### src/rtl/clkgen_pkg.sv
// Shared definitions for the two-phase clock generator: FSM states,
// the cycle counter width and the phase outputs driven in each state.
package clkgen_pkg;

   // Width of the completed-cycle counter presented on o_cycle_cnt.
   localparam int CYC_CNT_W = 16;

   // One full phase cycle walks P1 -> D1 -> P2 -> D2; HALT parks between runs.
   typedef enum logic [2:0] {
      HALT = 3'd0,
      P1   = 3'd1,
      D1   = 3'd2,
      P2   = 3'd3,
      D2   = 3'd4
   } state_t;

   // Phase enables asserted while sitting in a given state.
   typedef struct packed {
      logic phi1;
      logic phi2;
   } phase_t;

   // Only P1 and P2 drive a phase; every other state holds both low.
   function automatic phase_t phase_enc(input state_t s);
      phase_t p;
      p = '0;
      case (s)
         P1:      p.phi1 = 1'b1;
         P2:      p.phi2 = 1'b1;
         default: p = '0;
      endcase
      return p;
   endfunction

endpackage

### src/rtl/phase_counter.sv
// Loadable down-counter that times how long the FSM stays in a state.
// The FSM loads (duration-1) on state entry and leaves when o_zero is set.
module phase_counter #(
   parameter int CNT_W = 4
) (
   input  logic             i_clk,
   input  logic             i_rst_n,
   input  logic             i_load,
   input  logic [CNT_W-1:0] i_load_val,
   output logic             o_zero
);

   logic [CNT_W-1:0] r_cnt;

   // Load on request, otherwise count down and rest at zero.
   always_ff @(posedge i_clk or negedge i_rst_n) begin
      if (!i_rst_n) begin
         r_cnt <= '0;
      end else if (i_load) begin
         r_cnt <= i_load_val;
      end else if (r_cnt != '0) begin
         r_cnt <= r_cnt - CNT_W'(1);
      end
   end

   assign o_zero = (r_cnt == '0);

endmodule

### src/rtl/two_phase_clkgen.sv
// Two-phase non-overlapping clock generator with run/halt/single-step
// control. Every output is a flop so each enable pair stays glitch-free and
// complementary on every cycle.
module two_phase_clkgen
   import clkgen_pkg::*;
#(
   parameter int HIGH_CYC = 2,
   parameter int DEAD_CYC = 1,
   parameter int CNT_W    = 4
) (
   input  logic                 i_clk,
   input  logic                 i_rst_n,
   input  logic                 i_run,
   input  logic                 i_step,
   output logic                 o_phi1,
   output logic                 o_nphi1,
   output logic                 o_phi2,
   output logic                 o_nphi2,
   output logic                 o_halted,
   output logic                 o_step_ack,
   output logic [CYC_CNT_W-1:0] o_cycle_cnt
);

   localparam int CNT_MAX = (1 << CNT_W) - 1;

   // Durations must fit the phase counter; a zero dead time would let the
   // phases touch, so it is refused outright.
   generate
      if (HIGH_CYC < 1 || HIGH_CYC > CNT_MAX) begin : g_bad_high_cyc
         $error("two_phase_clkgen: HIGH_CYC outside 1..2^CNT_W-1");
      end
      if (DEAD_CYC < 1 || DEAD_CYC > CNT_MAX) begin : g_bad_dead_cyc
         $error("two_phase_clkgen: DEAD_CYC outside 1..2^CNT_W-1");
      end
   endgenerate

   localparam logic [CNT_W-1:0] HIGH_LOAD = CNT_W'(HIGH_CYC - 1);
   localparam logic [CNT_W-1:0] DEAD_LOAD = CNT_W'(DEAD_CYC - 1);

   state_t               r_state;
   state_t               w_state_next;
   logic                 r_stepping;
   logic                 w_stepping_next;
   logic                 r_step;
   logic                 r_step_edge;
   logic                 w_cnt_load;
   logic [CNT_W-1:0]     w_cnt_load_val;
   logic                 w_cnt_zero;
   logic                 w_cycle_done;
   logic                 w_ack_next;
   phase_t               w_phase_next;

   logic                 r_phi1;
   logic                 r_nphi1;
   logic                 r_phi2;
   logic                 r_nphi2;
   logic                 r_halted;
   logic                 r_step_ack;
   logic [CYC_CNT_W-1:0] r_cycle_cnt;

   phase_counter #(
      .CNT_W      (CNT_W)
   ) u_phase_counter (
      .i_clk      (i_clk),
      .i_rst_n    (i_rst_n),
      .i_load     (w_cnt_load),
      .i_load_val (w_cnt_load_val),
      .o_zero     (w_cnt_zero)
   );

   // State register, stepped-cycle flag and STEP edge detector. The edge is
   // registered so HALT reacts one cycle after STEP is seen rising; a pulse
   // arriving outside HALT or alongside RUN simply expires unused.
   always_ff @(posedge i_clk or negedge i_rst_n) begin
      if (!i_rst_n) begin
         r_state     <= HALT;
         r_stepping  <= 1'b0;
         r_step      <= 1'b0;
         r_step_edge <= 1'b0;
      end else begin
         r_state     <= w_state_next;
         r_stepping  <= w_stepping_next;
         r_step      <= i_step;
         r_step_edge <= i_step & ~r_step;
      end
   end

   // Next-state decode: RUN beats a step request in HALT, a stepped cycle
   // always returns to HALT, and no phase is ever cut short.
   always_comb begin
      w_state_next    = r_state;
      w_stepping_next = r_stepping;
      w_cycle_done    = 1'b0;
      w_ack_next      = 1'b0;
      case (r_state)
         HALT: begin
            if (i_run) begin
               w_state_next    = P1;
               w_stepping_next = 1'b0;
            end else if (r_step_edge) begin
               w_state_next    = P1;
               w_stepping_next = 1'b1;
            end
         end
         P1: if (w_cnt_zero) w_state_next = D1;
         D1: if (w_cnt_zero) w_state_next = P2;
         P2: if (w_cnt_zero) w_state_next = D2;
         D2: begin
            if (w_cnt_zero) begin
               w_cycle_done = 1'b1;
               if (i_run && !r_stepping) begin
                  w_state_next = P1;
               end else begin
                  w_state_next    = HALT;
                  w_ack_next      = r_stepping;
                  w_stepping_next = 1'b0;
               end
            end
         end
         default: begin
            w_state_next    = HALT;
            w_stepping_next = 1'b0;
         end
      endcase
   end

   // Reload the duration counter whenever a new state is entered.
   always_comb begin
      w_cnt_load     = (w_state_next != r_state);
      w_cnt_load_val = '0;
      case (w_state_next)
         P1, P2:  w_cnt_load_val = HIGH_LOAD;
         D1, D2:  w_cnt_load_val = DEAD_LOAD;
         default: w_cnt_load_val = '0;
      endcase
   end

   assign w_phase_next = phase_enc(w_state_next);

   // Output flops are loaded from the next state so they line up with it.
   always_ff @(posedge i_clk or negedge i_rst_n) begin
      if (!i_rst_n) begin
         r_phi1      <= 1'b0;
         r_nphi1     <= 1'b1;
         r_phi2      <= 1'b0;
         r_nphi2     <= 1'b1;
         r_halted    <= 1'b1;
         r_step_ack  <= 1'b0;
         r_cycle_cnt <= '0;
      end else begin
         r_phi1     <= w_phase_next.phi1;
         r_nphi1    <= ~w_phase_next.phi1;
         r_phi2     <= w_phase_next.phi2;
         r_nphi2    <= ~w_phase_next.phi2;
         r_halted   <= (w_state_next == HALT);
         r_step_ack <= w_ack_next;
         if (w_cycle_done) begin
            r_cycle_cnt <= r_cycle_cnt + CYC_CNT_W'(1);
         end
      end
   end

   assign o_phi1      = r_phi1;
   assign o_nphi1     = r_nphi1;
   assign o_phi2      = r_phi2;
   assign o_nphi2     = r_nphi2;
   assign o_halted    = r_halted;
   assign o_step_ack  = r_step_ack;
   assign o_cycle_cnt = r_cycle_cnt;

endmodule

### config.mk
export PLATFORM = sky130hd
export DESIGN_NAME = two_phase_clkgen
export DESIGN_NICKNAME = d
export VERILOG_FILES = /design/src/rtl/clkgen_pkg.sv /design/src/rtl/phase_counter.sv /design/src/rtl/two_phase_clkgen.sv
export SDC_FILE = /design/constraint.sdc
export NUM_CORES = 1
export LEC_CHECK = 0
export CAP_MARGIN = 20
export CELL_PAD_IN_SITES_DETAIL_PLACEMENT = 2
export CELL_PAD_IN_SITES_GLOBAL_PLACEMENT = 2
export CORE_MARGIN = 10
export CORE_UTILIZATION = 35
export DETAILED_ROUTE_END_ITERATION = 12
export PLACE_DENSITY_LB_ADDON = 0.25
export SLEW_MARGIN = 40
export SYNTH_ARGS = -nofsm -noshare
export SYNTH_HDL_FRONTEND = slang
export SYNTH_SLANG_ARGS = --single-unit
### constraint.sdc
create_clock -name i_clk -period 5.25 [get_ports i_clk]
set_input_delay 1.05 -clock i_clk [delete_from_list [all_inputs] [get_ports i_clk]]
set_output_delay 1.05 -clock i_clk [all_outputs]
set_load 0.01 [all_outputs]
Word level (Yosys, flattened, before mapping)
Cells that the tools add are included.

Flip-flop bits (word level): 32. Output and inout port bits: 22. Logic and storage cells: 62. Input port bits: 4.

Bitwise logic cells: 5. Add/sub/neg operators: 2. Reductions and logical operators: 10. Mux-type cells: 23. Equality and inequality tests: 10.

Operators with widths (count): 2-to-1 mux 3 bit (6); adder 16 x 1 -> 16 bit, second input constant (1); case mux 3 bit (5 select lines) (1); 2-to-1 mux 1 bit (13); equality test 3 x 2 -> 1 bit, second input constant (3); 2-to-1 mux 4 bit (2); equality test 3 x 1 -> 1 bit, second input constant (2); zero test 3 bit (2); zero test 4 bit (1); inverter 1 bit (4); AND reduction 4 bit (1); nonzero test 4 bit (1); subtractor 4 x 1 -> 4 bit, second input constant (1); equality test 3 bit, second input constant (1); != test 3 bit (1); != test 3 bit, second input constant (1); case mux 1 bit (3 select lines) (1); OR reduction 3 bit (1); != test 2 x 1 -> 1 bit, second input constant (1); != test 2 bit, second input constant (1); nonzero test 2 bit (1); OR reduction 2 bit (1); AND 1 bit (1); logical AND 1 bit (1); zero test 1 bit (1).

Depth between registers and ports, before layout
Gate-level depths: netlist (run 1).

Word-level depth: 9. Depth in mapped cells: 7. Gate-level depth less buffers: 6.

Modules after synthesis
A second synthesis (run 1) with hierarchy kept.

Cells, all modules: 140. Area total of the unflattened synthesis: 1514.0 sq um.

Modules (own cells, without submodules): two_phase_clkgen (cells each 118, instances 1, area each 1280.0 sq um, seq. area each 704.4 sq um); phase_counter (cells each 22, instances 1, area each 234.0 sq um, seq. area each 100.1 sq um).

Least setup slack after synthesis (run 1)
No wires, ideal clock.

Path kind: reg-to-reg. Start point: register u_phase_counter.r_cnt[0]. End point: register r_cycle_cnt[1] (netlist: o_cycle_cnt[1]). Required time: 5.125 ns. Buffers on the path: 0. Arrival time: 1.651 ns. Stages on the path, launching flop included: 6. Library setup time: 0.125 ns. Period minus slack after synthesis: 1.775 ns. Path slack: 3.475 ns. Cells stage by stage: dfrtp_1 inv_1 ha_1 or3b_4 nor3_2 mux2_2.

Cells in the longest elaborated chain, start to end: 3.

RTL lines: start, declared (line phase_counter.sv:13) `logic [CNT_W-1:0] r_cnt;`; start signal, assigned (line phase_counter.sv:20) `r_cnt <= i_load_val;`; start signal, assigned (line phase_counter.sv:22) `r_cnt <= r_cnt - CNT_W'(1);`; zero test 4 bit (line phase_counter.sv:26) `assign o_zero = (r_cnt == '0);`; 2-to-1 mux 1 bit (line two_phase_clkgen.sv:109) `if (w_cnt_zero) begin`; 2-to-1 mux 1 bit (line two_phase_clkgen.sv:95) `case (r_state)`; end signal, assigned (line two_phase_clkgen.sv:158) `r_cycle_cnt <= r_cycle_cnt + CYC_CNT_W'(1);`; end, declared (line two_phase_clkgen.sv:59) `logic [CYC_CNT_W-1:0] r_cycle_cnt;`.

No other way between the ends. A chain may end at the register's enable or synchronous reset.

Worst setup path after layout (run 1)
Start point: register u_phase_counter.r_cnt[0]. End point: register r_cycle_cnt[11] (netlist: o_cycle_cnt[11]).

The elaborated chain is that of the path after synthesis.

==> reports/summary.md, run 1 <==
- **Chip Width** 85.6 um
- **period utilization** 46.0%
- **number of sinks handled by clock tree synthesis** 32
- **Peak Freq** 414 MHz
- **commonest cells after routing, fill and taps aside** 29 x sky130_fd_sc_hd__dfrtp_1, 25 x sky130_fd_sc_hd__clkdlybuf4s50_1, 13 x sky130_fd_sc_hd__nor2_1
- **Sequential cell area** 805 um2
- **type of destination of the critical path** flop
- **depth of the CTS H-tree** 2
- **Detailed Routing Iterations Pass 1** 4
- **Vias per Instance** 5.25
- **Pwr per Cell Area** 454 mW/mm2
- **slowest CP cell** sky130_fd_sc_hd__nand4_1
- **cell-internal power** 0.549 mW
- **number of DRC violations after detailed routing** 0
- **post-cts sizing count** 0
- **Yosys warnings** 0
- **final max-slew violation count** 0
- **post-route minimum period** 2410 ps
- **starting utilization of the core area** 36.9%
- **post-route design area** 0.00189 mm2
- **total buffers and inverters traversed by the critical path** 1
- **most common library cell in the layout ignoring fill and taps** sky130_fd_sc_hd__dfrtp_1
- **pin count of the biggest net entering global routing** 33
- **RePlAce Congestion** 0.766
- **critical path class** reg -> reg
- **Leakage** 0.809 nW
- **switching fraction of total power** 36.1%
- **clock root buffer** sky130_fd_sc_hd__clkbuf_8
- **run status** finished, final reports clean
- **Post-CTS Repair Setup Buffers** 0
- **number of inserted diodes** 0
- **layout overhead on the synthesized area** 25.4%
- **estimated wirelength of the detail-placed design** 2830 um
- **sequential area share after synthesis** 53.4%
- **number of antenna violations at the first check in global routing** 0
- **CP top delay family** simple AND/OR/NAND/NOR gates
- **leading register cell type out of synthesis** sky130_fd_sc_hd__dfrtp_1
- **crit path DAT** 2620 ps
- **multi-input gate area in the final layout** 644 um2
- **Min-Delay Path Class** reg -> reg
- **count of port buffers added during placement** 25
- **total wire length after detailed routing** 3930 um
- **CP Launch Type** flop
- **Final nets** 178
- **total chip power** 0.859 mW
- **final setup skew** 3.38 ps
- **data required time of the critical path** 5460 ps
- **share of total power in the clock network** 23.1%
- **cell-by-cell listing of the critical path** inv_1 > ha_1 > nor3b_4 > nand4_1 > nor4_1 > xor2_1
- **worst-case headroom to the max-slew limit** 63.2%
- **clock slew seen by the registers of the worst setup and hold paths** 70 ps
- **Core Rows** 23
- **portion of total power attributed to sequential cells** 43.3%
- **number of synthesized register bits** 32
- **layout filler cell count** 449
- **final setup vio count** 0
- **CP max stage delay** 520 ps
- **number of violations reported at the end of detailed-routing iteration 0** 54
- **Peak VDD IR** 251 uV
- **pin slew with the least headroom to its limit** 550 ps
- **total vias in the final route** 1,171
- **synthesized area divided by synthesized cell count** 10.5 um2
- **RSZ-0062 raised after global routing** false
- **global-route wire length before repair** 6730 um
- **netlist area before placement** 0.00151 mm2
- **max-cap check violation count** 0
- **I/O pin cnt** 26
- **number of enable flip-flop cells after synthesis** 0
- **clock buffers created by TritonCTS** 5
- **grt total ovfl** 0
- **Core Box Area** 0.00409 mm2
- **combined global-route utilization of all metal layers** 11.5%
- **CTS tree** yes
- **count of unique library cells instantiated by Yosys** 38
- **TNS Setup** 0 ps
- **Async S/R FF share, synth** 100%
- **number of hold-repair buffers added at the cts stage** 0
- **y dimension of the die** 85.6 um
- **Routed WL per cell** 17.6 um
- **net count after synthesis** 150
- **Crit Path Max Fanout** 12
- **final hold viol count** 0
- **post-synthesis cell count** 144
- **fraction of final layout cells with drive strength greater than 1** 9.83%
- **Clock Tree Buf Depth** 2
- **fraction of power consumed by combinational cells** 33.6%
- **insertion delay to the later sink of the worst-skew pair** 290 ps
- **antenna violation net count after detailed routing** 0
- **via count of the first global-routing pass** 1,283
- **DIE AREA** 0.00733 mm2
- **net switching power** 0.310 mW
- **dpl cell area** 0.00180 mm2
[final cells by class]
type / instances / area share, %
multi-input cells: 99 / 34.1
well taps: 50 / 3.31
repair buffers: 26 / 13.6
clock buffers: 8 / 4.77
inverters: 8 / 1.59
flip-flops and latches: 32 / 42.6
[stage by stage]
stage / utilization (%) / worst slack, ps / instances / hold WS (ps)
2_1_floorplan: - / 3470 / 144 / 378
3_3_place_gp: 44.0 / 2910 / 215 / 389
3_5_place_dp: 44.0 / 2790 / 215 / 402
4_1_cts: 46.2 / 2760 / 223 / 411
5_1_grt: 46.2 / 2630 / 223 / 431
6_report: 46.2 / 2840 / 223 / 404
[Yosys cell counts (all sizes together) (2+ instances only)]
cell / instances / area [um2]
dfrtp: 29 / 726
nor2: 13 / 48.8
nor3: 12 / 65.1
nand2: 11 / 41.3
xor2: 10 / 87.6
inv: 8 / 30.0
xnor2: 7 / 61.3
nor4: 5 / 37.5
nand2b: 4 / 25.0
nand3: 4 / 20.0
a21oi: 3 / 15.0
clkbuf: 3 / 11.3
dfstp: 3 / 78.8
nand4: 3 / 18.8
o21ai: 3 / 15.0
a211oi: 2 / 15.0
buf: 2 / 16.3
ha: 2 / 25.0
nand3b: 2 / 15.0
nor3b: 2 / 31.3
o22ai: 2 / 12.5
or3: 2 / 12.5
[power by group through the flow]
stage | Combinational (mW) | Sequential, mW | Clock, mW
3_5_place_dp | 0.295 | 0.373 | 0
6_report | 0.288 | 0.372 | 0.199
4_1_cts | 0.296 | 0.371 | 0.207
2_1_floorplan | 0.223 | 0.347 | 0
5_1_grt | 0.327 | 0.381 | 0.221
3_3_place_gp | 0.277 | 0.370 | 0
[registers in the layout, summed over array words and instances, names as in the netlist]
signal / cells
o_nphi1: 1
r_state: 3
o_step_ack: 1
o_cycle_cnt: 16
o_phi1: 1
u_phase_counter.r_cnt: 4
o_nphi2: 1
o_halted: 1
r_stepping: 1
r_step: 1
o_phi2: 1
r_step_edge: 1
[routing by layer]
layer / routed length, um / part of all wire [%] / up-vias / global-route usage [%]
li1: - / - / 550 / -
met1: 1730 / 44 / 593 / 13.1
met2: 1900 / 48 / 21 / 18.3
met3: 241 / 6.1 / 7 / 5.58
met4: 59 / 1.5 / 0 / 4.04
met5: 0 / 0 / - / 0
[logic make-up (layout without fill, tap and decap cells)]
| logic type | count (synthesis) | in the layout | share of synthesized area (%) |
|---|---|---|---|
| XOR/XNOR | 17 | 17 | 9.88 |
| multiplexers | 1 | 1 | 0.747 |
| buffers and inverters | 13 | 42 | 3.82 |
| AND/OR/NAND/NOR | 65 | 65 | 24.6 |
| AO/OA/AOI/OAI | 14 | 14 | 5.90 |
| flip-flops | 32 | 32 | 53.4 |
| adder cells (fa/ha/maj) | 2 | 2 | 1.66 |
[path summary, 6_finish.rpt]
check                                                     start                          end  slack, ps  depth (start not counted)
max                        u_phase_counter.r_cnt[0]$_DFFE_PN0P_  o_cycle_cnt[11]$_DFFE_PN0P_       2840                          6
min                                            r_step$_DFF_PN0_        r_step_edge$_DFF_PN0_        400                          1
max reg2reg                u_phase_counter.r_cnt[0]$_DFFE_PN0P_  o_cycle_cnt[11]$_DFFE_PN0P_       2840                          6
min reg2reg                                    r_step$_DFF_PN0_        r_step_edge$_DFF_PN0_        400                          1
max in group asynchronous                               i_rst_n            o_nphi1$_DFF_PN1_       3750                          2
min in group asynchronous                               i_rst_n  o_cycle_cnt[15]$_DFFE_PN0P_       1160                          2
(Power assumes the default switching activity.)
==> inputs of run 2 (changes only) <==
--- a/config.mk
+++ b/config.mk
@@ -9,7 +9,7 @@
 export CELL_PAD_IN_SITES_DETAIL_PLACEMENT = 2
 export CELL_PAD_IN_SITES_GLOBAL_PLACEMENT = 2
 export CORE_MARGIN = 10
-export CORE_UTILIZATION = 35
+export CORE_UTILIZATION = 33
 export DETAILED_ROUTE_END_ITERATION = 12
 export PLACE_DENSITY_LB_ADDON = 0.25
 export SLEW_MARGIN = 40
==> constraint.sdc (replaced) <==
create_clock -name i_clk -period 2.5 [get_ports i_clk]
set_input_delay 0.5 -clock i_clk [delete_from_list [all_inputs] [get_ports i_clk]]
set_output_delay 0.5 -clock i_clk [all_outputs]
set_load 0.01 [all_outputs]
==> run 2 against run 1 <==
Against the previous run:
- first-iteration DRC count did not move
- design area grew 0.46%
- clock power increased by 92%
- power is 110% higher
- via count shrank 0.68%
- critical path depth fell by 1
- routed wire length decreased by 1.9%
- non-clock buffer count is 2 higher
- worst setup slack got worse by 2300 ps
- largest power group unchanged
==> reports/summary.md, run 2 (synthesis results as in run 1) <==
- **Crit Path Max Fanout** 11, -1
- **max FFs per register** 16, unchanged
- **starting utilization of the core area** 34.4%, -2.5 points
- **critical path class** reg -> reg
- **DP Worst Slack** 482 ps, -2300 ps
- **Vias per Instance** 5.12, -2.4%
- **RePlAce Congestion** 0.783, +2.3%
- **insertion delay to the later sink of the worst-skew pair** 280 ps, about the same
- **depth of the CTS H-tree** 2, unchanged
- **CTS tree** yes
- **Detailed Routing Iterations Pass 1** 4, unchanged
- **Core Rows** 24, +4.3%
- **number of sinks handled by clock tree synthesis** 32, unchanged
- **share of total power in the clock network** 21.5%, -1.6 points
- **global-route wire length before repair** 6760 um, +0.42%
- **switching fraction of total power** 36.1%, about the same
- **number of hold-repair buffers added at the cts stage** 0, unchanged
- **Leakage** 0.815 nW, +0.68%
- **clock slew seen by the registers of the worst setup and hold paths** 60 ps, about the same
- **worst-case headroom to the max-slew limit** 68.1%, +4.9 points
- **total vias in the final route** 1,163, -0.68%
- **number of violations reported at the end of detailed-routing iteration 0** 54, unchanged
- **grt total ovfl** 0, unchanged
- **most common library cell in the layout ignoring fill and taps** sky130_fd_sc_hd__dfrtp_1
- **Peak Freq** 499 MHz, +20%
- **utilization after layout** 43.3%, -2.9 points
- **antenna violation net count after detailed routing** 0, unchanged
- **post-cts sizing count** 0, unchanged
- **data required time of the critical path** 2660 ps, -2800 ps
- **max-cap check violation count** 0, unchanged
- **pin count of the biggest net entering global routing** 33, unchanged
- **number of DRC violations after detailed routing** 0, unchanged
- **TNS Setup** 0 ps, unchanged
- **total instance count after detailed placement** 219, +1.9%
- **pin slew with the least headroom to its limit** 479 ps, -71.5 ps
- **worst path setup slack after routing** 497 ps, -2340 ps
- **final hold viol count** 0, unchanged
- **critical path launch point** u_phase_counter.r_cnt[0]$_DFFE_PN0P_
- **worst setup slack for register-to-register paths** 500 ps, -2340 ps
- **estimated wirelength of the detail-placed design** 2850 um, +0.70%
- **CP Launch Type** flop
- **Routed WL per cell** 17.0 um, -3.6%
- **post-route design area** 0.00190 mm2, +0.46%
- **layout overhead on the synthesized area** 26.0%
- **Core Box Area** 0.00438 mm2, +7.3%
- **Chip Width** 87.6 um, +2.3%
- **total chip power** 1.77 mW, +110%
- **layout filler cell count** 482, +7.3%
- **crit path DAT** 2170 ps, -450 ps
- **total wire length after detailed routing** 3860 um, -1.9%
- **I/O pin cnt** 26, unchanged
- **Worst R2R Start** u_phase_counter.r_cnt[0]$_DFFE_PN0P_
- **fraction of final layout cells with drive strength greater than 1** 10.9%, +1.0 points
- **Pwr per Cell Area** 934 mW/mm2, +110%
- **Min-Delay Path Class** reg -> reg
- **clock root buffer** sky130_fd_sc_hd__clkbuf_8
- **combined global-route utilization of all metal layers** 11.2%, -0.32 points
- **Final nets** 180, +1.1%
- **launch point of the worst hold path** r_step$_DFF_PN0_
- **cell-internal power** 1.13 mW, +110%
- **commonest cells after routing, fill and taps aside** 29 x sky130_fd_sc_hd__dfrtp_1, 25 x sky130_fd_sc_hd__clkdlybuf4s50_1, 13 x sky130_fd_sc_hd__nor2_1
- **final setup vio count** 0, unchanged
- **fraction of power consumed by combinational cells** 35.6%, +2.0 points
- **Peak VDD IR** 336 uV, +34%
- **RSZ-0062 raised after global routing** false
- **y dimension of the die** 87.6 um, +2.3%
- **net switching power** 0.640 mW, +110%
- **run status** finished, final reports clean
- **period utilization** 80.1%, +34 points
- **dpl cell area** 0.00182 mm2, +0.97%
- **via count of the first global-routing pass** 1,279, -0.31%
- **number of inserted diodes** 0, unchanged
- **number of antenna violations at the first check in global routing** 0, unchanged
- **final cell count without fillers** 227, +1.8%
- **final worst hold slack** 412 ps, +8.50 ps
- **post-route minimum period** 2000 ps, -410 ps
- **final max-slew violation count** 0, unchanged
- **final setup skew** 6.98 ps, +3.61 ps
- **portion of total power attributed to sequential cells** 42.9%, -0.4 points
- **count of port buffers added during placement** 25, unchanged
- **Post-CTS Repair Setup Buffers** 0, unchanged
- **DIE AREA** 0.00767 mm2, +4.6%
- **clock buffers created by TritonCTS** 5, unchanged
- **Clock Tree Buf Depth** 2, unchanged
- **type of destination of the critical path** flop
## run 2: cell types whose count changed in the layout (fill, tap and decap cells not counted)
| cell | change |
|---|---|
| sky130_fd_sc_hd__buf_4 | +2 |
| sky130_fd_sc_hd__clkbuf_8 | -1 |
| sky130_fd_sc_hd__clkinv_2 | +1 |
## run 2: final timing paths
kind	cells after the start	endpoint
setup / recovery	5	o_cycle_cnt[1]$_DFFE_PN0P_
hold / removal	1	r_step_edge$_DFF_PN0_
min in group asynchronous	2	o_cycle_cnt[7]$_DFFE_PN0P_
setup reg to reg	5	o_cycle_cnt[1]$_DFFE_PN0P_
hold reg to reg	1	r_step_edge$_DFF_PN0_
max in group asynchronous	2	o_nphi1$_DFF_PN1_
## run 2: per-layer routing
metal	vias up	track usage, %	share of wire, %
li1	553	-	-
met1	578	11.9	41
met2	25	19.6	52
met3	7	4.09	5.9
met4	0	4.35	1.5
met5	-	0	0
## run 2: final cells by class
type,instances,area [um2],share of cell area (%)
Clock buffer,7,76.3,4.02
Multi-Input combinational cell,99,644,33.9
Timing Repair Buffer,28,273,14.4
Clock inverter,1,5.00,0.264
Tap cell,52,65.1,3.43
Sequential cell,32,805,42.4
Inverter,8,30.0,1.58
## run 2: power groups by stage
stage                     sequential [mW]  clock, mW  combinational [mW]
final                               0.760      0.382               0.630
after floorplan                     0.728          0               0.469
after global placement              0.759          0               0.626
after global routing                0.779      0.425               0.724
after detailed placement            0.767          0               0.646
after CTS                           0.760      0.397               0.648
## run 2: worst max-delay path, cell delays in order (launching register included)
cell                      delay, ps
sky130_fd_sc_hd__dfrtp_1        420
sky130_fd_sc_hd__inv_1           70
sky130_fd_sc_hd__ha_1           220
sky130_fd_sc_hd__or3b_4         470
sky130_fd_sc_hd__nor3_2         320
sky130_fd_sc_hd__mux2_2         370
==> inputs of run 3 (changes only) <==
==> constraint.sdc (replaced) <==
create_clock -name i_clk -period 2 [get_ports i_clk]
set_input_delay 0.4 -clock i_clk [delete_from_list [all_inputs] [get_ports i_clk]]
set_output_delay 0.4 -clock i_clk [all_outputs]
set_load 0.01 [all_outputs]
==> run 3 against run 2 <==
Against the previous run:
- power up 37%
- critical path type unchanged
- largest cell class unchanged
- via count up 2.9%
- critical endpoint unchanged
- largest power group is now combinational cells
- cell count up 2.2%
- worst hold slack better by 4.8 ps
- worst setup slack worse by 400 ps
- count of clock-buffer cells in the layout up 1
- register-to-register slack worse by 400 ps
- sequential share of layout area down 1.7 points
==> reports/summary.md, run 3 (synthesis results as in run 1) <==
- **Routed WL per cell** 17.7 um, +4.4%
- **CP max stage delay** 480 ps, about the same
- **number of sinks handled by clock tree synthesis** 32, unchanged
- **total buffers and inverters traversed by the critical path** 1, unchanged
- **insertion delay to the later sink of the worst-skew pair** 290 ps, about the same
- **number of DRC violations after detailed routing** 0, unchanged
- **CP top delay family** simple AND/OR/NAND/NOR gates
- **Register-to-Register Path Depth** 5, unchanged
- **Crit. path cell count** 5, unchanged
- **Min-Delay Path Class** reg -> reg
- **period utilization** 95.4%, +15 points
- **Pwr per Cell Area** 1230 mW/mm2, +31%
- **y dimension of the die** 87.6 um, unchanged
- **type of destination of the critical path** flop
- **clock buffers created by TritonCTS** 5, unchanged
- **slowest CP cell** sky130_fd_sc_hd__or3b_4
- **most common library cell in the layout ignoring fill and taps** sky130_fd_sc_hd__dfrtp_1
- **starting utilization of the core area** 34.4%, unchanged
- **I/O pin cnt** 26, unchanged
- **Crit Path Max Fanout** 11, unchanged
- **pin slew with the least headroom to its limit** 397 ps, -81.7 ps
- **utilization after layout** 45.1%, +1.8 points
- **TNS Setup** 0 ps, unchanged
- **combined global-route utilization of all metal layers** 11.6%, +0.38 points
- **number of cells on the worst hold path** 1, unchanged
- **final worst hold slack** 417 ps, +4.78 ps
- **DIE AREA** 0.00767 mm2, unchanged
- **Core Box Area** 0.00438 mm2, unchanged
- **number of violations reported at the end of detailed-routing iteration 0** 37, -31%
- **run status** finished, final reports clean
- **estimated wirelength of the detail-placed design** 3030 um, +6.3%
- **grt total ovfl** 0, unchanged
- **final setup skew** 8.60 ps, +1.62 ps
- **multi-input gate area in the final layout** 666 um2, +3.3%
- **global-route wire length before repair** 6920 um, +2.3%
- **Core Rows** 24, unchanged
- **number of inserted diodes** 0, unchanged
- **final setup vio count** 0, unchanged
- **Sequential cell area** 805 um2, unchanged
- **depth of the CTS H-tree** 2, unchanged
- **clock slew seen by the registers of the worst setup and hold paths** 70 ps, about the same
- **Peak VDD IR** 472 uV, +41%
- **RSZ-0062 raised after global routing** true
- **Chip Width** 87.6 um, unchanged
- **crit path DAT** 2080 ps, -90 ps
- **number of antenna violations at the first check in global routing** 0, unchanged
- **final cell count without fillers** 232, +2.2%
- **count of port buffers added during placement** 25, unchanged
- **Detailed Routing Iterations Pass 1** 2, -2
- **layout filler cell count** 461, -4.4%
- **antenna violation net count after detailed routing** 0, unchanged
- **worst-case headroom to the max-slew limit** 73.2%, +5.1 points
- **worst path setup slack after routing** 92.5 ps, -404 ps
- **data required time of the critical path** 2170 ps, -490 ps
- **total instance count after detailed placement** 224, +2.3%
- **fraction of final layout cells with drive strength greater than 1** 14.4%, +3.6 points
- **cell-by-cell listing of the critical path** inv_1 > ha_1 > or3b_4 > nor3_4 > mux2_2
- **final hold viol count** 0, unchanged
- **via count of the first global-routing pass** 1,392, +8.8%
- **critical path class** reg -> reg
- **post-route minimum period** 1910 ps, -95.6 ps
- **DP Worst Slack** 36.2 ps, -446 ps
- **final max-slew violation count** 0, unchanged
- **total wire length after detailed routing** 4120 um, +6.7%
- **RePlAce Congestion** 0.729, -7.0%
- **commonest cells after routing, fill and taps aside** 29 x sky130_fd_sc_hd__dfrtp_1, 25 x sky130_fd_sc_hd__clkdlybuf4s50_1, 13 x sky130_fd_sc_hd__nor2_1
- **pin count of the biggest net entering global routing** 33, unchanged
- **Vias per Instance** 5.16, +0.71%
- **Peak Freq** 524 MHz, +5.0%
- **post-cts sizing count** 0, unchanged
- **max-cap check violation count** 0, unchanged
- **Final nets** 185, +2.8%
- **Post-CTS Repair Setup Buffers** 0, unchanged
- **CP Launch Type** flop
- **total vias in the final route** 1,197, +2.9%
- **Clock Tree Buf Depth** 2, unchanged
- **number of hold-repair buffers added at the cts stage** 0, unchanged
- **max FFs per register** 16, unchanged
- **Leakage** 0.873 nW, +7.1%
- **clock root buffer** sky130_fd_sc_hd__clkbuf_8
- **layout overhead on the synthesized area** 31.1%
- **CTS tree** yes
run 3: changes by cell type in the layout (fill, tap and decap cells not counted), sizes merged:
| cell | change |
|---|---|
| buf | +5 |
| clkbuf | +1 |
| clkinv | -1 |
run 3: report_power, final:
part | switching, mW | internal, mW
logic | 0.544 | 0.436
registers | 0.0917 | 0.791
clock network | 0.246 | 0.314
total | 0.881 | 1.54
run 3: cell type report:
class / count / share of cell area, %
multi-input combinational: 99 / 33.7
timing repair buffer: 33 / 15.7
clock buffer: 8 / 5.07
inverter: 8 / 1.52
tap: 52 / 3.29
sequential: 32 / 40.7
run 3: worst paths after layout:
path                                                      start                    endpoint  slack [ps]
max                        u_phase_counter.r_cnt[1]$_DFFE_PN0P_  o_cycle_cnt[1]$_DFFE_PN0P_          90
min                                            r_step$_DFF_PN0_       r_step_edge$_DFF_PN0_         420
max reg2reg                u_phase_counter.r_cnt[1]$_DFFE_PN0P_  o_cycle_cnt[1]$_DFFE_PN0P_          90
min reg2reg                                    r_step$_DFF_PN0_       r_step_edge$_DFF_PN0_         420
max in group asynchronous                               i_rst_n           o_nphi2$_DFF_PN1_        1150
min in group asynchronous                               i_rst_n  o_cycle_cnt[8]$_DFFE_PN0P_         510
run 3: per-stage QoR:
stage	power, mW	instance area, um2
2_1_floorplan	1.50	1510
3_3_place_gp	1.78	1850
5_1_grt	2.60	1980
3_5_place_dp	1.86	1850
6_report	2.42	1980
4_1_cts	2.46	1950
run 3: per-layer routing:
metal,global-route usage (%),routed length [um]
met5,0,0
met4,5.36,102
met3,3.71,214
met2,20.3,2100
met1,12.3,1700
==> edit 1, RTL diff (flow settings as in run 3) <==
Re-encode `state_t` (5 states) as one-hot, 5 bits wide.
--- a/src/rtl/clkgen_pkg.sv
+++ b/src/rtl/clkgen_pkg.sv
@@ -6,12 +6,12 @@
    localparam int CYC_CNT_W = 16;
 
    // One full phase cycle walks P1 -> D1 -> P2 -> D2; HALT parks between runs.
-   typedef enum logic [2:0] {
-      HALT = 3'd0,
-      P1   = 3'd1,
-      D1   = 3'd2,
-      P2   = 3'd3,
-      D2   = 3'd4
+   typedef enum logic [4:0] {
+      HALT = 5'b00001,
+      P1   = 5'b00010,
+      D1   = 5'b00100,
+      P2   = 5'b01000,
+      D2   = 5'b10000
    } state_t;
 
    // Phase enables asserted while sitting in a given state.
Function: same outputs for any inputs over 10 cycles, from zero or initial values and one cycle with i_rst_n low; not proved beyond that.
==> edit 1 against run 3 <==
The run now ends with setup timing left; sequential power rose by 0.8%; power grew 34%; synthesized cell count grew 9.0%; largest cell class is now multi-input combinational cells; sequential cell count is 2 higher; highest routed layer unchanged; hold slack better by 0.036 ns; design area rose by 35%; routed wire length rose by 94%; worst setup slack worse by 0.37 ns; critical path type unchanged; area after synthesis up 11%; critical path depth is 2 higher.
==> edit 1: results (changes against run 3) <==
* Slowest CP cell: dfrtp_2
* Ys async rst share at 100% (unchanged)
* CP max stage delay at 0.46 ns (-0.02 ns)
* Most instantiated cells after synthesis: 30 x dfrtp_1, 16 x nor2_1, 11 x xnor2_1
* VDD IR max at 0.819 mV (+73%)
* Final Setup Violations at 21 (+21)
* Clock transition at path regs at 0.09 ns (+0.02 ns)
* Fraction of layout cells with a size suffix above 1 at 42.4% (+28 points)
* Pre-antenna DRT Iters at 4 (+2)
* CP top delay family: compound AO/OA/AOI/OAI gates
* Netlist cell types at 46 (+21%)
* Leak at 1.21 nW (+39%)
* Final WL at 7990 µm (+94%)
* Arrival time worst endpoint at 2.48 ns (+0.40 ns)
* Vias at 1605 (+34%)
* Iteration-0 DRC count of the detailed router at 94 (+150%)
* Port bufs at 25 (unchanged)
* Register area share after synthesis at 51.0% (-2.4 points)
* Synth top area cells: dfrtp_1 45%, dfstp_2 6.3%, xnor2_1 5.7%
* Final setup TNS at -2.55 ns (-2.55 ns)
* Global Route Usage Sum at 16.3% (+4.8 points)
* Most used DFF post-synth: dfrtp_1
* # fillers at 468 (+1.5%)
* YS warnings at 0 (unchanged)
* Avg Inst Size Synth at 10.7 µm² (+2.1%)
* Status: finished with violations
* Final WS setup at -0.279 ns (-0.372 ns)
* Failing checks: setup timing
* Clock Latency Late Sink at 0.30 ns
* First-pass GRT wire length at 10700 µm (+55%)
* Final #Nets at 236 (+28%)
* HPWL Detailed at 3820 µm (+26%)
* Clock Tree Buf Depth at 2 (unchanged)
* Clock skew at 0.0169 ns (+0.00828 ns)
* Vias in the first global route at 1836 (+32%)
* Initial antenna violation count at 0 (unchanged)
* Fin cells at 298 (+28%)
* GPL Wtd Cong at 0.870 (+19%)
* Largest net degree at the start of global routing at 35 (+6.1%)
* Post-synthesis net count at 163 (+8.7%)
* Crit Path Max Fanout at 4 (-7)
* Cells after DPL at 276 (+23%)
* Clk root buf: clkbuf_8
* Max-slew headroom at 51.8% (-21 points)
## edit 1: cell types whose count changed in the layout (fill, tap and decap cells not counted), moves of 3 or more
cell            run 3  this run
buf_4               8        38
buf_6               0         9
nand2_1            11         7
nor2_4              0         5
nor3_1             11         4
xnor2_2             0         3
xor2_1             10         6
## edit 1: logic make-up after synthesis
logic type / after synthesis / synth area share [%]
fa+ha+maj: 2 / 1.49
buf+inv: 15 / 4.40
mux: 2 / 1.27
compound gates: 26 / 11.1
xor+xnor: 17 / 8.88
simple gates: 61 / 21.8
flops: 34 / 51.0
## edit 1: stage by stage
stage               setup slack [ns]  total power [W]  hold slack (ns)  util, %  instance area (µm²)
global route                  -0.308          0.00337            0.469     55.3                 2660
CTS                          -0.0893          0.00280            0.401     51.6                 2480
floorplan                     -0.117          0.00152            0.104        -                 1700
finish                        -0.279          0.00324            0.453     55.3                 2660
global placement              -0.221          0.00195            0.383     46.5                 2240
detailed placement            -0.361          0.00204            0.391     46.5                 2240
## edit 1: layout make-up
type                            instances  share of cell area, %
Tap cell                               67                   3.15
Multi-Input combinational cell        108                   36.1
Clock inverter                          1                  0.188
Timing Repair Buffer                   72                   23.9
Inverter                                9                   1.27
Clock buffer                            7                   3.24
Sequential cell                        34                   32.2
## edit 1: path summary, 6_finish.rpt
check	startpoint	end	slack [ns]	depth (start not counted)
setup / recovery	r_state[1]	u_phase_counter.r_cnt[1]	-0.28	7
setup reg to reg	r_state[1]	u_phase_counter.r_cnt[1]	-0.28	7
max in group asynchronous	i_rst_n	o_nphi2	1.09	2
hold reg to reg	r_step	r_step_edge	0.45	1
hold / removal	r_step	r_step_edge	0.45	1
min in group asynchronous	i_rst_n	o_step_ack	0.55	2
## edit 1: what timing repair did
action | 4_1_cts | 5_1_grt
pin swaps | 7 | 17
setup endpoints to repair | 16 | 20
buffers inserted | 5 | 9
resized for setup | 23 | 23
## edit 1: routing by layer
layer | vias to the layer above | global-route usage (%) | wire length (µm)
met2 | 51 | 30.6 | 4380
met3 | 14 | 4.36 | 259
met5 | - | 0 | 0
met4 | 0 | 8.22 | 239
met1 | 845 | 16.1 | 3120
li1 | 695 | - | -
## edit 1: power by group
group / switching [W] / total [W] / internal [W]
logic: 0.000955 / 0.00178 / 0.000830
registers: 0.0000887 / 0.000890 / 0.000801
clock network: 0.000284 / 0.000563 / 0.000278
==> edit 2, RTL diff (config.mk and constraints of run 3) <==
Made on the original files. `CYC_CNT_W`: 16 -> 20.
--- a/src/rtl/clkgen_pkg.sv
+++ b/src/rtl/clkgen_pkg.sv
@@ -3,7 +3,7 @@
 package clkgen_pkg;
 
    // Width of the completed-cycle counter presented on o_cycle_cnt.
-   localparam int CYC_CNT_W = 16;
+   localparam int CYC_CNT_W = 20;
 
    // One full phase cycle walks P1 -> D1 -> P2 -> D2; HALT parks between runs.
    typedef enum logic [2:0] {
Interface: changed (resized o_cycle_cnt); port bits go from 26 to 30. The function was not compared with the original's and may differ.
==> edit 2 against run 3 <==
Worst setup slack gained 0.061 ns; final cell count increased by 13%; non-clock buffer count stayed put; routed wire length up 4.4%; sequential cell count rose by 4; synthesized cell count grew 8.3%; power fell by 0.11%; global-route usage shrank 0.59 points; fmax up 3.3%; design area rose by 11%; area after synthesis is 13% higher; sequential share of layout area grew 0.66 points.
==> edit 2: results (changes against run 3) <==
* Max FFs per register at 20 (+4)
* Final Setup Violations at 0 (unchanged)
* Max-slew headroom at 68.6% (-4.6 points)
* Clock transition at path regs at 0.07 ns (about the same)
* Port bufs at 29 (+16%)
* Pre-antenna DRT Iters at 3 (+1)
* Post-synthesis net count at 162 (+8.0%)
* Fraction of layout cells with a size suffix above 1 at 14.6% (+0.14 points)
* Met3 Use GR at 4.24% (+0.52 points)
* Met1 Usage GRT at 11.5% (-0.76 points)
* Status: finished, final reports clean
* CTS H-tree lvls at 2 (unchanged)
* Drt wl/cell at 16.4 µm (-7.5%)
* CP max stage delay at 0.41 ns (-0.07 ns)
* Clock skew at 0.00477 ns (-0.00383 ns)
* First-pass GRT wire length at 7470 µm (+8.0%)
* Synth top area cells: dfrtp_1 48%, xor2_1 6.7%, dfstp_2 4.6%
* # fillers at 542 (+18%)
* Vias per inst at 4.90 (-5.0%)
* Final #Nets at 197 (+6.5%)
* Slowest CP cell: dfrtp_1
* Arrival time worst endpoint at 2.06 ns (-0.02 ns)
* GPL Wtd Cong at 0.764 (+4.8%)
* VDD IR max at 0.473 mV (+0.23%)
* Register area share after synthesis at 53.1% (-0.32 points)
* HPWL Detailed at 3290 µm (+8.6%)
* Met2 Usage GRT at 19.9% (-0.42 points)
* CP top delay family: simple AND/OR/NAND/NOR gates
* Largest net degree at the start of global routing at 37 (+12%)
* Iteration-0 DRC count of the detailed router at 45 (+22%)
* Most instantiated cells after synthesis: 33 x dfrtp_1, 13 x xor2_1, 12 x nor2_1
* Most used DFF post-synth: dfrtp_1
* Crit Path Max Fanout at 8 (-3)
* Global Route Usage Sum at 11.0% (-0.59 points)
* Leak at 0.947 nW (+8.5%)
* Netlist cell types at 39 (+2.6%)
* Vias in the first global route at 1464 (+5.2%)
edit 2: cell types whose count changed after synthesis, moves of 2 or more:
cell / change
a21oi_1: +5
dfrtp_1: +4
inv_1: +2
nand2_1: -2
nand3_2: +2
nor4_1: -3
nor4_2: +3
xor2_1: +3
edit 2: timing repair:
| action | CTS | global route |
|---|---|---|
| setup buffers | 0 | 0 |
| gates resized for setup | 0 | 2 |
| endpoints found under the setup margin | 0 | 3 |
edit 2: final timing paths:
| path | start | end | slack [ns] | cells after the start |
|---|---|---|---|---|
| worst max-delay path | u_phase_counter.r_cnt[0] | o_cycle_cnt[16] | 0.15 | 6 |
| worst min-delay path | r_step | r_step_edge | 0.40 | 1 |
| worst max register to register | u_phase_counter.r_cnt[0] | o_cycle_cnt[16] | 0.15 | 6 |
| worst min register to register | r_step | r_step_edge | 0.40 | 1 |
| max in group asynchronous | i_rst_n | o_nphi2 | 1.11 | 2 |
| min in group asynchronous | i_rst_n | o_cycle_cnt[16] | 0.53 | 2 |
edit 2: cells by family (layout without fill, tap and decap cells):
group,Yosys count,after routing,share of synthesized area [%]
AND/OR/NAND/NOR,62,62,23.1
buffers and inverters,15,51,3.89
adder cells (fa/ha/maj),2,2,1.47
multiplexers,1,1,0.661
flip-flops,36,36,53.1
AO/OA/AOI/OAI,20,20,7.49
XOR/XNOR,20,20,10.3
edit 2: final cells by class:
| class | instances | area [µm²] | share of cell area, % |
|---|---|---|---|
| Sequential cell | 36 | 905 | 41.4 |
| Clock buffer | 6 | 82.6 | 3.78 |
| Timing Repair Buffer | 33 | 320 | 14.7 |
| Inverter | 10 | 37.5 | 1.72 |
| Clock inverter | 2 | 10.0 | 0.458 |
| Tap cell | 70 | 87.6 | 4.01 |
| Multi-Input combinational cell | 105 | 743 | 34.0 |
edit 2: per-stage QoR:
stage | std cells | setup slack (ns) | instance area [µm²] | hold WS (ns) | total power (W)
finish | 262 | 0.154 | 2190 | 0.400 | 0.00242
global route | 262 | -0.0173 | 2190 | 0.443 | 0.00265
CTS | 262 | 0.109 | 2180 | 0.409 | 0.00246
detailed placement | 254 | 0.142 | 2080 | 0.398 | 0.00191
global placement | 254 | 0.248 | 2080 | 0.391 | 0.00185
floorplan | 156 | 0.267 | 1700 | 0.104 | 0.00157
edit 2: where the power goes:
group          leakage, nW  switching (W)  internal (W)
logic                0.423       0.000484      0.000413
clock network       0.0510       0.000255      0.000275
registers            0.473       0.000123      0.000871
edit 2: layer usage:
layer  up-vias  share of wire (%)  wire (µm)
li1        601                  -          -
met1       652                 40       1710
met2        24                 54       2330
met3         7                5.1        219
met4         0                1.0         44
met5         -                  0          0
